### config.mk
export PLATFORM = sky130hd
export DESIGN_NAME = adder_unit
export DESIGN_NICKNAME = d
export VERILOG_FILES = /design/src/rtl/adder_unit_pkg.sv /design/src/rtl/adder_unit_segment.sv /design/src/rtl/adder_unit.sv
export SDC_FILE = /design/constraint.sdc
export NUM_CORES = 1
export LEC_CHECK = 0
export CAP_MARGIN = 25
export CORE_ASPECT_RATIO = 1.5
export CORE_MARGIN = 2
export CORE_UTILIZATION = 48
export DETAILED_ROUTE_END_ITERATION = 12
export HOLD_SLACK_MARGIN = 0.15
export PLACE_DENSITY_LB_ADDON = 0.1
export SYNTH_ARGS = -nofsm -noshare
export SYNTH_HDL_FRONTEND = slang
export SYNTH_HIERARCHICAL = 1
export SYNTH_SLANG_ARGS = --single-unit
### constraint.sdc
create_clock -name clk -period 1.55 [get_ports clk]
set_input_delay 0.31 -clock clk [delete_from_list [all_inputs] [get_ports clk]]
set_output_delay 0.31 -clock clk [all_outputs]
set_load 0.02 [all_outputs]
### src/rtl/adder_unit_pkg.sv
// Shared defaults and the segment-count helper for the segmented registered adder.
package adder_unit_pkg;

  localparam int N_DEFAULT     = 25;
  localparam int SEG_W_DEFAULT = 5;

  function automatic int seg_count(input int n, input int w);
    return (n + w - 1) / w;
  endfunction

endpackage

### src/rtl/adder_unit_segment.sv
// One combinational ripple segment of the carry chain: {cout, s} = a + b + cin.
module adder_segment
  import adder_unit_pkg::*;
#(
  parameter int W = SEG_W_DEFAULT
) (
  input  logic [W-1:0] a,
  input  logic [W-1:0] b,
  input  logic         cin,
  output logic [W-1:0] s,
  output logic         cout
);

  assign {cout, s} = {1'b0, a} + {1'b0, b} + {{W{1'b0}}, cin};

endmodule

### src/rtl/adder_unit.sv
// Registered N-bit unsigned adder built from chained ripple segments; outputs hold on idle
// cycles so the datapath does not toggle without a valid word.
module adder_unit
  import adder_unit_pkg::*;
#(
  parameter int N     = N_DEFAULT,
  parameter int SEG_W = SEG_W_DEFAULT
) (
  input  logic         clk,
  input  logic         rst,
  input  logic         in_valid,
  input  logic [N-1:0] input1,
  input  logic [N-1:0] input2,
  output logic [N-1:0] sum,
  output logic         carry_out,
  output logic         out_valid
);

  localparam int NSEG = seg_count(N, SEG_W);

  logic [NSEG:0]  carry;
  logic [N-1:0]   add_s;
  logic [N-1:0]   sum_q, sum_d;
  logic           carry_q, carry_d;
  logic           valid_q;

  assign carry[0] = 1'b0;

  // The last segment takes whatever width remains when N is not a multiple of SEG_W.
  for (genvar gi = 0; gi < NSEG; gi++) begin : g_seg
    localparam int LO = gi * SEG_W;
    localparam int W  = ((LO + SEG_W) > N) ? (N - LO) : SEG_W;

    adder_segment #(.W(W)) u_seg (
      .a    (input1[LO +: W]),
      .b    (input2[LO +: W]),
      .cin  (carry[gi]),
      .s    (add_s[LO +: W]),
      .cout (carry[gi+1])
    );
  end

  always_comb begin
    sum_d   = sum_q;
    carry_d = carry_q;
    if (in_valid) begin
      sum_d   = add_s;
      carry_d = carry[NSEG];
    end
  end

  always_ff @(posedge clk or posedge rst) begin
    if (rst) begin
      sum_q   <= '0;
      carry_q <= 1'b0;
      valid_q <= 1'b0;
    end else begin
      sum_q   <= sum_d;
      carry_q <= carry_d;
      valid_q <= in_valid;
    end
  end

  assign sum       = sum_q;
  assign carry_out = carry_q;
  assign out_valid = valid_q;

endmodule

==> reports/metrics.cfg <==
[global_routing]
first_global_vias = 1870
initial_antenna_violation_count = 0
grt_start_max_net_pins = 28
wire_length_of_the_first_global_routing_pass_um = 7659
grt_util_all_layers_pct = 19.85
gr-total-overflow = 0

[timing]
grt_setup_unrepaired = yes
report.final.setup_viol = 24
final_period_minus_worst_setup_slack_ns = 4.582
max_freq_ghz = 0.2183
final.setup.worst_slack_ns = -3.032
hold_viol = 0
post-route-period-util_pct = 295.6
final_skew_ns = 0
final_max_slew_viol_count = 0

[clock_network]
cts.path.max_buffers = 2
htree_num_levels = 1
holdBufCountCts = 0
cts_buffers = 3
cts_num_sinks = 27
cts_tree = yes
worstSkewPairLatency_ns = 0.27
clk_transition_reported_paths_ns = 0.10
cts_root_buffer = clkbuf_8

[pwr]
peakVddDrop_uv = 831.5
total_leakage_power_nw = 1.712
p_per_area_nw_per_um2 = 851.9

[logic_synthesis]
synth_fp_nets = 261
portion_of_the_post_synthesis_area_used_by_sequential_elements_pct = 32.34
synthCells = 178
post_synth.cell_area_avg_um2 = 11.74
yosysWarningCount = 6
syn-cell-area_um2 = 2090
yosys.cell_types.count = 20
synth_seq_cells = 27

[route]
drt_wl_total_um = 4679
vias = 1736
drc_violations_left = 0
detail_route.wl_per_cell_um = 13.25
drt_iter0_markers = 30
dr.pass1.iters = 4
antenna_violating_nets_post_route = 0
drt-vias-per-instance = 4.918

[run_status]
status = complete, but fails checks
violations = negative setup slack

[die]
coreArea_um2 = 4209
die_width_um = 57.87
floorplan.rows = 29
io-pin-count = 80
chipHeight_um = 84.81
initial_core_util_pct = 49.64
die_area_um2 = 4908

[worst_hold_path]
min_path_type = input port to asynchronous set/reset pin

[critical_path]
critical-path-top-cell-by-count = fa_2
timing.critical_path.to_type = flop
crit_fanout = 2
reg2reg_from = sum[18]$_DFFE_PP0P_
arrival_ns = 4.74
worst-setup-path-type = input port to flop
standard_cell_with_the_maximum_stage_delay_on_the_critical_path = fa_2
cp_data_required_time_ns = 1.71
cp-startpoint = input1[0]
max_stage_delay_ns = 0.39
depth_of_the_worst_register_to_register_path = 1
crit_path_start_kind = input port

[cells_and_area]
postLayoutCellArea_um2 = 3418
drive_above_1_share_pct = 41.37
num-nets-final = 391
antenna_cells_inserted = 0
syn2layout_area_growth_pct = 63.59

[placed_design]
place_worst_setup_slack_ns = -3.955
place.detailed.hpwl_um = 3619
place_congestion = 0.7837
portBuffers = 79
placed_area_um2 = 3229

[run]
max_cap_violations = 0

cell usage after synthesis:
cell	instances	area [µm²]
nor2_1	10	37.54
a21oi_1	7	35.03
fa_1	10	200.2
inv_1	26	97.59
o21ai_2	5	43.79
buf_6	1	11.26
mux2_4	20	300.3
a21o_1	5	37.54
a21oi_2	3	26.28
mux2_2	6	67.56
nor2b_1	5	31.28
o211ai_1	5	37.54
or2_1	8	50.05
xor2_1	5	43.79
dfrtp_1	27	675.7
or2_2	2	12.51
buf_12	2	40.04
ha_1	20	250.2
conb_1	1	3.750
xnor2_1	10	87.58
logic make-up (layout without fill, tap and decap cells):
family | count (synthesis) | count (layout) | share of synthesized area [%]
other | 1 | 1 | 0.1795
flip-flops | 27 | 27 | 32.34
XOR/XNOR | 15 | 15 | 6.287
AO/OA/AOI/OAI | 25 | 25 | 8.623
adder cells (fa/ha/maj) | 30 | 30 | 21.56
AND/OR/NAND/NOR | 25 | 25 | 6.288
buffers and inverters | 29 | 158 | 7.126
multiplexers | 26 | 26 | 17.60
area by class of cell:
cell class | count | area (µm²)
Sequential cell | 27 | 675.6
Clock buffer | 3 | 41.29
Clock inverter | 1 | 5.005
Inverter | 26 | 105.1
Multi-Input combinational cell | 122 | 1384
Tap cell | 46 | 57.56
Timing Repair Buffer | 128 | 1150
Fill cell | 282 | 790.8
power by group:
group          total, mW  leakage (nW)  switching, mW  internal (mW)
clock network      0.406        0.0255          0.226          0.180
logic               1.53          1.37          0.668          0.861
registers          0.978         0.316         0.0970          0.881
total               2.91          1.71          0.990           1.92
worst max-delay path, delay by kind of cell:
family | cells | cell delay, ns
AO/OA/AOI/OAI | 10 | 1.06
adder cells (fa/ha/maj) | 6 | 2.01
AND/OR/NAND/NOR | 4 | 0.54
buffers and inverters | 7 | 0.44
multiplexers | 1 | 0.25
XOR/XNOR | 1 | 0.13
path summary, 6_finish.rpt:
kind / endpoint / slack, ns
worst min register to register: sum[21]$_DFFE_PP0P_ / 0.51
worst min-delay path: sum[11]$_DFFE_PP0P_ / 0.40
worst max register to register: sum[18]$_DFFE_PP0P_ / 0.75
max in group asynchronous: sum[19]$_DFFE_PP0P_ / 0.89
min in group clk: out_valid$_DFF_PP0_ / 0.40
worst max-delay path: sum[24]$_DFFE_PP0P_ / -3.03
registers in the layout (all words and copies together) (netlist names):
register   count
carry_out      1
sum           25
out_valid      1
metrics by stage:
stage / TNS [ns] / power (mW) / instances / hold slack (ns) / utilization, %
2_1_floorplan: -38.63 / 1.833 / 178 / 0.3414 / -
3_3_place_gp: -56.71 / 2.525 / 337 / 0.4898 / 76.72
3_5_place_dp: -58.17 / 2.565 / 337 / 0.4925 / 76.72
4_1_cts: -40.92 / 2.894 / 348 / 0.3864 / 78.92
5_1_grt: -42.84 / 3.086 / 353 / 0.3919 / 81.21
6_report: -39.25 / 2.912 / 353 / 0.3991 / 81.21
layer usage:
| layer | routed length [µm] | global-route usage [%] | vias up | part of all wire [%] |
|---|---|---|---|---|
| met5 | 0 | 0 | - | 0 |
| met4 | 56 | 6.131 | 0 | 1.2 |
| met3 | 244 | 3.082 | 6 | 5.2 |
| met2 | 2685 | 40.39 | 50 | 57 |
| met1 | 1692 | 19.15 | 840 | 36 |
| li1 | - | - | 840 | - |
what timing repair did:
action,4_1_cts,5_1_grt
setup endpoints to repair,50,26
cloned,0,0
endpoints found under the hold margin,0,0
buffers inserted,18,7
gates resized for setup,55,20
pin swaps,25,18
layout by cell type, fill, tap and decap left out, types with 4 or more instances in the layout:
master	count
inv_1	16
ha_1	17
a21o_1	5
a21oi_1	5
dlygate4sd2_1	26
dfrtp_1	27
a21oi_2	5
buf_4	46
o21ai_2	5
mux2_4	23
clkdlybuf4s50_1	42
nor2_1	10
xor2_1	4
fa_2	10
or2_1	7
inv_2	9
dlymetal6s2s_1	4
o211ai_1	5
xnor2_1	10
(Power assumes the default switching activity.)
